**src/rtl/bsg_manycore_pkg.sv**
```systemverilog
`default_nettype none
// +----------------------------------------------------------------------------+
// | Module      : bsg_manycore_pkg                                             |
// | Description : Shared manycore types, packet-width helpers and ruche edge   |
// |               polarity helper.                                             |
// | Revision    : 1.0                                                          |
// +----------------------------------------------------------------------------+
package bsg_manycore_pkg;

   localparam int c_reg_id_width = 5;
   localparam int c_op_width     = 2;
   localparam int c_op_ex_width  = 4;

   typedef enum logic [1:0] {
      e_return_credit   = 2'd0,
      e_return_int_wb   = 2'd1,
      e_return_float_wb = 2'd2,
      e_return_ifetch   = 2'd3
   } bsg_manycore_return_packet_type_e;

   typedef enum logic [0:0] {
      IDLE = 1'b0,
      RESP = 1'b1
   } bsg_ruche_edge_state_e;

   function automatic int bsg_manycore_fwd_packet_width(input int a, input int d, input int x, input int y);
      return a + c_op_width + c_op_ex_width + c_reg_id_width + d + 2*y + 2*x;
   endfunction

   function automatic int bsg_manycore_return_packet_width(input int d, input int x, input int y);
      return 2 + d + c_reg_id_width + y + x;
   endfunction

   // Each channel carries a valid and a ready alongside its packet.
   function automatic int bsg_manycore_ruche_x_link_sif_width(input int a, input int d, input int x, input int y);
      return bsg_manycore_fwd_packet_width(a, d, x, y) + bsg_manycore_return_packet_width(d, x, y) + 4;
   endfunction

   // Returns {invert_input, invert_output} for a ruche edge at the given stage.
   function automatic logic [1:0] bsg_ruche_edge_invert(input int factor, input int stage, input logic west_not_east);
      logic stage_even;
      logic inv_in;
      logic inv_out;
      stage_even = ((stage % 2) == 0);
      if (stage == 0) begin
         inv_in  = 1'b0;
         inv_out = 1'b0;
      end else if ((factor % 2) == 0) begin
         inv_in  = ~stage_even;
         inv_out = ~stage_even;
      end else if (west_not_east) begin
         inv_in  = ~stage_even;
         inv_out = stage_even;
      end else begin
         inv_in  = stage_even;
         inv_out = ~stage_even;
      end
      return {inv_in, inv_out};
   endfunction

endpackage
`default_nettype wire

```
**src/rtl/bsg_manycore_ruche_edge_sat_counter.sv**
```systemverilog
`default_nettype none
// +----------------------------------------------------------------------------+
// | Module      : bsg_manycore_ruche_edge_sat_counter                          |
// | Description : Saturating up-counter; clear and increment together give 1.  |
// | Revision    : 1.0                                                          |
// +----------------------------------------------------------------------------+
module bsg_manycore_ruche_edge_sat_counter #(
   parameter int width_p = 16
) (
   input  logic               clk_i,
   input  logic               reset_ni,
   input  logic               incr_i,
   input  logic               clear_i,
   output logic [width_p-1:0] count_o
);

   localparam logic [width_p-1:0] c_one = {{(width_p-1){1'b0}}, 1'b1};

   logic [width_p-1:0] r_count;
   logic [width_p-1:0] w_count_next;

   always_comb begin
      w_count_next = r_count;
      if (clear_i) begin
         w_count_next = incr_i ? c_one : '0;
      end else if (incr_i && (r_count != '1)) begin
         w_count_next = r_count + c_one;
      end
   end

   always_ff @(posedge clk_i or negedge reset_ni) begin
      if (!reset_ni) begin
         r_count <= '0;
      end else begin
         r_count <= w_count_next;
      end
   end

   assign count_o = r_count;

endmodule
`default_nettype wire

```
**src/rtl/bsg_manycore_ruche_x_edge_sink.sv**
```systemverilog
`default_nettype none
// +----------------------------------------------------------------------------+
// | Module      : bsg_manycore_ruche_x_edge_sink                               |
// | Description : Active terminator for an unused ruche X edge link: swallows  |
// |               stray packets, credits fwd requests, counts errors.          |
// |               Optional: BSG_MANYCORE_RUCHE_EDGE_CAPTURE_EN (first source   |
// |               capture), BSG_MANYCORE_RUCHE_EDGE_SINK_REPORT (sim messages).|
// | Revision    : 1.0                                                          |
// +----------------------------------------------------------------------------+
module bsg_manycore_ruche_x_edge_sink
   import bsg_manycore_pkg::*;
#(
   parameter int addr_width_p     = 10,
   parameter int data_width_p     = 32,
   parameter int x_cord_width_p   = 6,
   parameter int y_cord_width_p   = 5,
   parameter int ruche_factor_X_p = 3,
   parameter int ruche_stage_p    = 1,
   parameter int west_not_east_p  = 0,
   parameter int count_width_p    = 16,
   localparam int link_sif_width_lp =
      bsg_manycore_ruche_x_link_sif_width(addr_width_p, data_width_p, x_cord_width_p, y_cord_width_p)
) (
   input  logic                         clk_i,
   input  logic                         reset_ni,
   input  logic [link_sif_width_lp-1:0] ruche_link_i,
   output logic [link_sif_width_lp-1:0] ruche_link_o,
   input  logic                         clear_i,
   output logic                         err_o,
   output logic [count_width_p-1:0]     fwd_err_count_o,
   output logic [count_width_p-1:0]     rev_err_count_o,
   output logic [x_cord_width_p-1:0]    first_src_x_o,
   output logic [y_cord_width_p-1:0]    first_src_y_o
);

   localparam logic [1:0] c_invert        = bsg_ruche_edge_invert(ruche_factor_X_p, ruche_stage_p, (west_not_east_p != 0));
   localparam logic       invert_input_lp  = c_invert[1];
   localparam logic       invert_output_lp = c_invert[0];

   typedef struct packed {
      logic [addr_width_p-1:0]    addr;
      logic [c_op_width-1:0]      op;
      logic [c_op_ex_width-1:0]   op_ex;
      logic [c_reg_id_width-1:0]  reg_id;
      logic [data_width_p-1:0]    payload;
      logic [y_cord_width_p-1:0]  src_y_cord;
      logic [x_cord_width_p-1:0]  src_x_cord;
      logic [y_cord_width_p-1:0]  y_cord;
      logic [x_cord_width_p-1:0]  x_cord;
   } fwd_pkt_s;

   typedef struct packed {
      bsg_manycore_return_packet_type_e pkt_type;
      logic [data_width_p-1:0]          data;
      logic [c_reg_id_width-1:0]        reg_id;
      logic [y_cord_width_p-1:0]        y_cord;
      logic [x_cord_width_p-1:0]        x_cord;
   } ret_pkt_s;

   typedef struct packed {
      logic     v;
      fwd_pkt_s data;
      logic     ready_and_rev;
   } fwd_chan_s;

   typedef struct packed {
      logic     v;
      ret_pkt_s data;
      logic     ready_and_rev;
   } rev_chan_s;

   typedef struct packed {
      fwd_chan_s fwd;
      rev_chan_s rev;
   } link_sif_s;

   link_sif_s             w_link_in;
   link_sif_s             w_link_out;
   bsg_ruche_edge_state_e r_state;
   bsg_ruche_edge_state_e w_state_next;
   ret_pkt_s              r_ret_pkt;
   ret_pkt_s              w_ret_pkt;
   logic                  w_fwd_ready;
   logic                  w_ret_v;
   logic                  w_fwd_xfer;
   logic                  w_rev_xfer;
   logic                  w_ret_xfer;
   logic                  r_err;
   logic                  w_unused;

   assign w_link_in    = ruche_link_i ^ {link_sif_width_lp{invert_input_lp}};
   assign ruche_link_o = w_link_out   ^ {link_sif_width_lp{invert_output_lp}};

   assign w_fwd_xfer = w_link_in.fwd.v & w_fwd_ready;
   assign w_rev_xfer = w_link_in.rev.v;
   assign w_ret_xfer = w_ret_v & w_link_in.rev.ready_and_rev;

   // State register
   always_ff @(posedge clk_i or negedge reset_ni) begin
      if (!reset_ni) begin
         r_state <= IDLE;
      end else begin
         r_state <= w_state_next;
      end
   end

   // Next-state logic
   always_comb begin
      w_state_next = r_state;
      case (r_state)
         IDLE:    if (w_fwd_xfer) w_state_next = RESP;
         RESP:    if (w_ret_xfer) w_state_next = IDLE;
         default: w_state_next = IDLE;
      endcase
   end

   // Output logic
   always_comb begin
      w_fwd_ready = 1'b0;
      w_ret_v     = 1'b0;
      case (r_state)
         IDLE:    w_fwd_ready = 1'b1;
         RESP:    w_ret_v     = 1'b1;
         default: w_fwd_ready = 1'b1;
      endcase
   end

   always_comb begin
      w_ret_pkt          = '0;
      w_ret_pkt.pkt_type = e_return_credit;
      w_ret_pkt.reg_id   = w_link_in.fwd.data.reg_id;
      w_ret_pkt.y_cord   = w_link_in.fwd.data.src_y_cord;
      w_ret_pkt.x_cord   = w_link_in.fwd.data.src_x_cord;
   end

   always_ff @(posedge clk_i or negedge reset_ni) begin
      if (!reset_ni) begin
         r_ret_pkt <= '0;
      end else if (w_fwd_xfer) begin
         r_ret_pkt <= w_ret_pkt;
      end
   end

   always_comb begin
      w_link_out                   = '0;
      w_link_out.fwd.ready_and_rev = w_fwd_ready;
      w_link_out.rev.v             = w_ret_v;
      w_link_out.rev.data          = w_ret_v ? r_ret_pkt : '0;
      w_link_out.rev.ready_and_rev = 1'b1;
   end

   // A new errant packet in a clearing cycle leaves the flag set.
   always_ff @(posedge clk_i or negedge reset_ni) begin
      if (!reset_ni) begin
         r_err <= 1'b0;
      end else if (w_fwd_xfer || w_rev_xfer) begin
         r_err <= 1'b1;
      end else if (clear_i) begin
         r_err <= 1'b0;
      end
   end

   assign err_o = r_err;

   bsg_manycore_ruche_edge_sat_counter #(
      .width_p (count_width_p)
   ) u_fwd_cnt (
      .clk_i    (clk_i),
      .reset_ni (reset_ni),
      .incr_i   (w_fwd_xfer),
      .clear_i  (clear_i),
      .count_o  (fwd_err_count_o)
   );

   bsg_manycore_ruche_edge_sat_counter #(
      .width_p (count_width_p)
   ) u_rev_cnt (
      .clk_i    (clk_i),
      .reset_ni (reset_ni),
      .incr_i   (w_rev_xfer),
      .clear_i  (clear_i),
      .count_o  (rev_err_count_o)
   );

`ifdef BSG_MANYCORE_RUCHE_EDGE_CAPTURE_EN
   logic                      r_captured;
   logic [x_cord_width_p-1:0] r_first_x;
   logic [y_cord_width_p-1:0] r_first_y;

   always_ff @(posedge clk_i or negedge reset_ni) begin
      if (!reset_ni) begin
         r_captured <= 1'b0;
         r_first_x  <= '0;
         r_first_y  <= '0;
      end else if (w_fwd_xfer && (!r_captured || clear_i)) begin
         r_captured <= 1'b1;
         r_first_x  <= w_link_in.fwd.data.src_x_cord;
         r_first_y  <= w_link_in.fwd.data.src_y_cord;
      end else if (clear_i) begin
         r_captured <= 1'b0;
         r_first_x  <= '0;
         r_first_y  <= '0;
      end
   end

   assign first_src_x_o = r_first_x;
   assign first_src_y_o = r_first_y;
`else
   assign first_src_x_o = '0;
   assign first_src_y_o = '0;
`endif

`ifdef BSG_MANYCORE_RUCHE_EDGE_SINK_REPORT
   always @(posedge clk_i) begin
      if (reset_ni && w_fwd_xfer)
         $error("ruche edge sink: errant fwd packet from (x=%0d, y=%0d)",
                w_link_in.fwd.data.src_x_cord, w_link_in.fwd.data.src_y_cord);
      if (reset_ni && w_rev_xfer)
         $error("ruche edge sink: errant rev packet to (x=%0d, y=%0d)",
                w_link_in.rev.data.x_cord, w_link_in.rev.data.y_cord);
   end
`endif

   // Fields an edge sink never needs to look at.
   assign w_unused = ^{w_link_in.fwd.ready_and_rev, w_link_in.fwd.data.addr, w_link_in.fwd.data.op,
                       w_link_in.fwd.data.op_ex, w_link_in.fwd.data.payload, w_link_in.fwd.data.y_cord,
                       w_link_in.fwd.data.x_cord, w_link_in.rev.data};

endmodule
`default_nettype wire

```
**config.mk**
```make
export PLATFORM = sky130hd
export DESIGN_NAME = bsg_manycore_ruche_x_edge_sink
export DESIGN_NICKNAME = d
export VERILOG_FILES = /design/src/rtl/bsg_manycore_pkg.sv /design/src/rtl/bsg_manycore_ruche_edge_sat_counter.sv /design/src/rtl/bsg_manycore_ruche_x_edge_sink.sv
export SDC_FILE = /design/constraint.sdc
export NUM_CORES = 1
export LEC_CHECK = 0
export ABC_AREA = 1
export ABC_CLOCK_PERIOD_IN_PS = 1700
export CAP_MARGIN = 20
export CELL_PAD_IN_SITES_DETAIL_PLACEMENT = 0
export CELL_PAD_IN_SITES_GLOBAL_PLACEMENT = 2
export CORE_ASPECT_RATIO = 1.25
export CORE_MARGIN = 3
export CORE_UTILIZATION = 16
export DETAILED_ROUTE_END_ITERATION = 6
export HOLD_SLACK_MARGIN = 0.06
export PLACE_DENSITY_LB_ADDON = 0.08
export SLEW_MARGIN = 0
export SYNTH_ARGS = -nofsm -noshare
export SYNTH_HDL_FRONTEND = slang
export SYNTH_SLANG_ARGS = --single-unit
```
**constraint.sdc**
```tcl
create_clock -name clk_i -period 1.7 [get_ports clk_i]
set_input_delay 0.34 -clock clk_i [delete_from_list [all_inputs] [get_ports clk_i]]
set_output_delay 0.34 -clock clk_i [all_outputs]
set_load 0.01 [all_outputs]
```
==> results of run 1 <==
==> synth_stat cells, drive strengths merged <==
| master | count | area [um2] |
|---|---|---|
| nand4 | 19 | 119 |
| o21bai | 6 | 45.0 |
| xnor2 | 1 | 8.76 |
| nor3 | 1 | 5.00 |
| a21boi | 1 | 7.51 |
| nor2 | 41 | 171 |
| inv | 25 | 96.3 |
| or2 | 1 | 6.26 |
| nand2 | 180 | 696 |
| nand3b | 1 | 7.51 |
| o211ai | 2 | 15.0 |
| nand3 | 25 | 125 |
| o21ai | 6 | 45.0 |
| xor2 | 6 | 52.6 |
| conb | 2 | 7.51 |
| dfrtp | 50 | 1250 |
| ha | 2 | 25.0 |
| a21oi | 6 | 30.0 |
| buf | 131 | 977 |
| clkinv | 1 | 3.75 |
| clkbuf | 4 | 15.0 |
==> final cells by class <==
cell class / count / share of cell area [%]
Tap cell: 283 / 7.31
Sequential cell: 50 / 26.0
Clock buffer: 5 / 2.58
Multi-Input combinational cell: 420 / 37.8
Clock inverter: 3 / 0.904
Timing Repair Buffer: 123 / 23.3
Inverter: 26 / 2.12
==> metrics by stage <==
step           utilization (%)  power [mW]  cell area [um2]
3_3_place_gp              20.6        2.16             4630
2_1_floorplan                -        1.96             4160
3_5_place_dp              20.6        2.16             4630
6_report                  21.5        3.31             4850
4_1_cts                   21.4        3.41             4830
5_1_grt                   21.5        3.55             4850
==> power by group through the flow <==
| stage | sequential (mW) | combinational (mW) | clock [mW] |
|---|---|---|---|
| global placement | 1.37 | 0.795 | 0 |
| finish | 1.34 | 0.740 | 1.23 |
| detailed placement | 1.37 | 0.798 | 0 |
| floorplan | 1.37 | 0.594 | 0 |
| global route | 1.36 | 0.837 | 1.35 |
| CTS | 1.34 | 0.768 | 1.30 |
==> worst max-delay path: stages, from the launching register on <==
cell             delay [ns]
dfrtp_1                0.36
buf_4                  0.12
clkdlybuf4s50_1        0.53
==> layout by cell type, fill, tap and decap left out, types with 11 or more instances in the layout <==
master,n
nor2_1,36
buf_4,45
nand4_1,19
dlymetal6s2s_1,11
clkdlybuf4s50_1,36
dlygate4sd2_1,18
dfrtp_1,44
nand3_1,25
nand2_1,175
inv_1,20
conb_1,122
==> how the worst max path moves through the flow <==
stage                     cells after the start  slack (ns)               endpoint                  from
after floorplan                               8        0.11   u_fwd_cnt.count_o[4]  u_fwd_cnt.count_o[0]
after global placement                        7        0.01  u_rev_cnt.count_o[10]      ruche_link_i[51]
after detailed placement                      7        0.03  u_rev_cnt.count_o[10]      ruche_link_i[51]
after CTS                                     4      -0.004        ruche_link_o[6]               r_state
after global routing                          2      0.0007     fwd_err_count_o[5]  u_fwd_cnt.count_o[5]
final                                         2        0.06     fwd_err_count_o[4]  u_fwd_cnt.count_o[4]
==> what timing repair did <==
item                                    CTS  global route
endpoints found under the hold margin    50             0
hold buffers                              1             0
pin swaps                                 0             4
endpoints found under the setup margin   29            32
gates resized for setup                  35            25
setup buffers                             4             0
==> sequential cells by signal (all words and copies together), names as in the netlist <==
signal	count
err_o	1
r_ret_pkt	16
r_state	1
u_fwd_cnt.count_o	16
u_rev_cnt.count_o	16
==> cell families after synthesis <==
kind of cell | share of synthesized area, %
other | 0.202
DFF | 33.7
AOI/OAI and AO/OA | 3.84
xor gates and xnor gates | 1.65
adders and majority gates | 0.674
buffers and inverters | 29.4
and+or+nand+nor | 30.5
==> layer usage <==
layer | share of wire [%] | wire length (um) | vias up
met5 | 0 | 0 | -
met4 | 1.3 | 151 | 0
met3 | 4.9 | 573 | 5
met2 | 51 | 5880 | 120
met1 | 43 | 4980 | 1490
li1 | - | - | 1578
==> metrics.csv, run 1 <==
metric,value,unit
status,completed,
dp_hpwl,8.71,mm
yosys_warnings,0,
irDropWorstVdd,0.352,mV
drv_cap,0,
grt_start_max_net_pins,51,
die_h,176,um
path_class,reg -> out,
final_nets,760,
grt.total_usage,9.21,%
cp.arrival,1.30,ns
synth_cell_types,33,
drtIter0Drc,75,
clock-sinks,50,
p_leak,2.60,nW
slew_viol_final,0,
hp-start,r_ret_pkt[4],
synth_seq_cells,50,
p_sw_share,31.6,%
met1_usage,11.2,%
skew,0.00678,ns
cts-htree-levels,2,
r2r_start,u_rev_cnt.count_o[0],
seqCellArea,1260,um2
ant_nets,0,
hold_class,reg -> reg,
syn_inst,511,
power_frac_comb,22.4,%
drc,0,
io_buffers,72,
clock-root-buffer,clkbuf_16,
initial_core_util,16.5,%
min_period,1.64,ns
gp_congestion,0.705,
area_growth,30.6,%
die_width,142,um
route.vias.total,3193,
worstPathRequired,1.36,ns
filler_cell_count,2561,
die_area,25100,um2
final_cells,910,
worst_r2r_path_depth,10,
hold_viol_final,0,
cts-buffers-inserted,5,
wl_per_cell,12.7,um
dp.cells,897,
rsz0062_at_grt,no,
holdPathEnd,r_ret_pkt[4],
power.density,683,nW/um2
antenna_found_initial,0,
grt.busiest_layer,met2,
power.switching,1.05,mW
hold_path_depth,2,
post-route-worst-setup-slack,0.0565,ns
startpoint_type,flop,
routed_wl,11.6,mm
clkPwrFrac,37.1,%
path_max_fanout,2,
p_int,2.27,mW
syn_avg_cell_area,7.26,um2
setup_violations,0,
holdWs,0.483,ns
use_met2,16.5,%
multiInputGateArea,1830,um2
end_kind,output port,
fin_crit_sh,96.7,%
synth_area,3710,um2
grt_pass1_wl,17.9,mm
fin_tns_setup,0,ns
gr-usage-met3,1.60,%
ios,305,
tritoncts,yes,
fmax,0.608,GHz
globalRouteOverflowTotal,0,
cts.path.max_buffers,2,
clkSlewWorstSetupHoldPaths,0.08,ns
clk_latency,0.30,ns
timing.rr.end,u_rev_cnt.count_o[10],
yosysSeqAreaShare,33.7,%
via_per_inst,3.51,
row_count,61,
dp_slack,0.0308,ns
antenna_cells,0,
r2r_slack,0.15,ns
seqPwrFrac,40.5,%
grt_pass1_vias,3245,
coreArea,22500,um2
drive_gt1_share,14.4,%
firstDrtPassIters,4,
No activity file was read; power rests on OpenSTA's default activity.
==> run 2: changes to the inputs <==
--- a/config.mk
+++ b/config.mk
@@ -16,6 +16,7 @@
 export DETAILED_ROUTE_END_ITERATION = 6
 export HOLD_SLACK_MARGIN = 0.06
 export PLACE_DENSITY_LB_ADDON = 0.08
+export SKIP_CTS_REPAIR_TIMING = 1
 export SLEW_MARGIN = 0
 export SYNTH_ARGS = -nofsm -noshare
 export SYNTH_HDL_FRONTEND = slang
==> run 2 against run 1 <==
Net effect:
- design area grew 2.4%
- final cell count shrank 0.11%
- via count down 0.22%
- sequential cell count is the same
- critical path depth is the same
- core utilization grew 0.51 points
- setup slack got worse by 0.0021 ns
- die area stayed put
- register-to-register slack improved by 0.03 ns
- largest cell class unchanged
==> metrics.csv, run 2 (synthesized netlist as in run 1, its figures left out) <==
metric,value,unit
area_growth,33.7,%
grt_pass1_vias,3220,
die_area,25100,um2
skew,0.00742,ns
ios,305,
final_nets,759,
cpLargestDelayFamily,buffers and inverters,
setup_violations,0,
antenna_cells,0,
dp.cells,897,
mostFrequentLayoutCells,"175 x nand2_1, 122 x conb_1, 44 x dfrtp_1, 44 x buf_4, 36 x dlymetal6s2s_1",
layout_commonest_cell,nand2_1,
firstDrtPassIters,6,
clk_latency,0.30,ns
clock-root-buffer,clkbuf_16,
clock-sinks,50,
route.vias.total,3186,
drc,0,
worstPathRequired,1.36,ns
die_h,176,um
min_period,1.65,ns
cp.arrival,1.31,ns
cp_cell_sequence,"buf_4, clkdlybuf4s50_1",
cts-buffers-inserted,5,
post-route-worst-setup-slack,0.0544,ns
final_cells,909,
p_leak,2.76,nW
irDropWorstVdd,0.352,mV
ant_nets,0,
power.density,674,nW/um2
initial_core_util,16.5,%
antenna_found_initial,0,
fmax,0.608,GHz
cpMaxStageDelayCell,clkdlybuf4s50_1,
seqCellArea,1260,um2
hold_viol_final,0,
status,completed,
globalRouteOverflowTotal,0,
max_stage_delay,0.53,ns
path_class,reg -> out,
dp_slack,0.0308,ns
slew_viol_final,0,
die_width,142,um
fin_crit_sh,96.8,%
path_max_fanout,3,
drive_gt1_share,13.4,%
drtIter0Drc,79,
wl_per_cell,12.7,um
multiInputGateArea,1840,um2
end_kind,output port,
grt.total_usage,9.17,%
dp_hpwl,8.71,mm
crit_buf_inv,2,
routed_wl,11.6,mm
coreArea,22500,um2
rsz0062_at_grt,no,
row_count,61,
cts-htree-levels,2,
holdWs,0.483,ns
hold_class,reg -> reg,
startpoint_type,flop,
fin_tns_setup,0,ns
filler_cell_count,2550,
grt_start_max_net_pins,51,
tritoncts,yes,
io_buffers,72,
drv_cap,0,
gp_congestion,0.705,
cts.path.max_buffers,2,
grt_pass1_wl,17.8,mm
clkSlewWorstSetupHoldPaths,0.08,ns
via_per_inst,3.50,
utilization,22.0,%
[run 2: cell count changes in the layout (fill, tap and decap cells not counted), sizes merged]
| cell | change |
|---|---|
| dlygate4sd2 | -18 |
| buf | -2 |
| clkbuf | -5 |
| dlymetal6s2s | +25 |
| clkdlybuf4s50 | -1 |
[run 2: through the flow]
stage          area [um2]  power, mW
3_3_place_gp         4630       2.16
2_1_floorplan        4160       1.96
6_report             4960       3.34
5_1_grt              4960       3.58
3_5_place_dp         4630       2.16
4_1_cts              4800       3.44
[run 2: final timing paths]
check                                     startpoint               endpoint  slack [ns]  depth (start not counted)
worst max-delay path            u_fwd_cnt.count_o[5]     fwd_err_count_o[5]        0.05                          2
worst min-delay path                    r_ret_pkt[4]           r_ret_pkt[4]        0.48                          2
worst max register to register  u_rev_cnt.count_o[0]  u_rev_cnt.count_o[14]        0.18                          9
worst min register to register          r_ret_pkt[4]           r_ret_pkt[4]        0.48                          2
max in group asynchronous                   reset_ni   u_rev_cnt.count_o[9]        0.86                          3
min in group asynchronous                   reset_ni  u_fwd_cnt.count_o[10]        0.57                          3
[run 2: power breakdown]
part | switching, mW | leakage (nW) | total [mW] | internal, mW
Combinational | 0.460 | 2.03 | 0.772 | 0.312
Sequential | 0.0543 | 0.651 | 1.34 | 1.29
Clock | 0.528 | 0.0842 | 1.23 | 0.700
[run 2: layout make-up]
cell class	instances	area share, %
multi-input combinational	420	37.1
inverter	26	2.07
clock buffer	5	2.52
tap	283	7.14
clock inverter	3	0.883
timing repair buffer	122	24.9
sequential	50	25.4
[run 2: routing by layer]
| layer | vias to the layer above | global-route usage, % | share of wire [%] |
|---|---|---|---|
| met5 | - | 0 | 0 |
| met4 | 0 | 2.64 | 1.3 |
| met3 | 5 | 1.60 | 5.1 |
| met2 | 120 | 16.4 | 51 |
| met1 | 1483 | 11.2 | 43 |
| li1 | 1578 | - | - |
[run 2: tightest hold or removal path, cell delays in order (launching register included)]
cell     delay, ns
dfrtp_1       0.35
nand2_1       0.05
nand2_1       0.05
==> run 3: changes to the inputs <==
--- a/config.mk
+++ b/config.mk
@@ -7,7 +7,7 @@
 export LEC_CHECK = 0
 export ABC_AREA = 1
 export ABC_CLOCK_PERIOD_IN_PS = 1700
-export CAP_MARGIN = 20
+export CAP_MARGIN = 5
 export CELL_PAD_IN_SITES_DETAIL_PLACEMENT = 0
 export CELL_PAD_IN_SITES_GLOBAL_PLACEMENT = 2
 export CORE_ASPECT_RATIO = 1.25
==> results of run 3 <==
No change in the layout: final DEF, timing and power equal those of run 2.
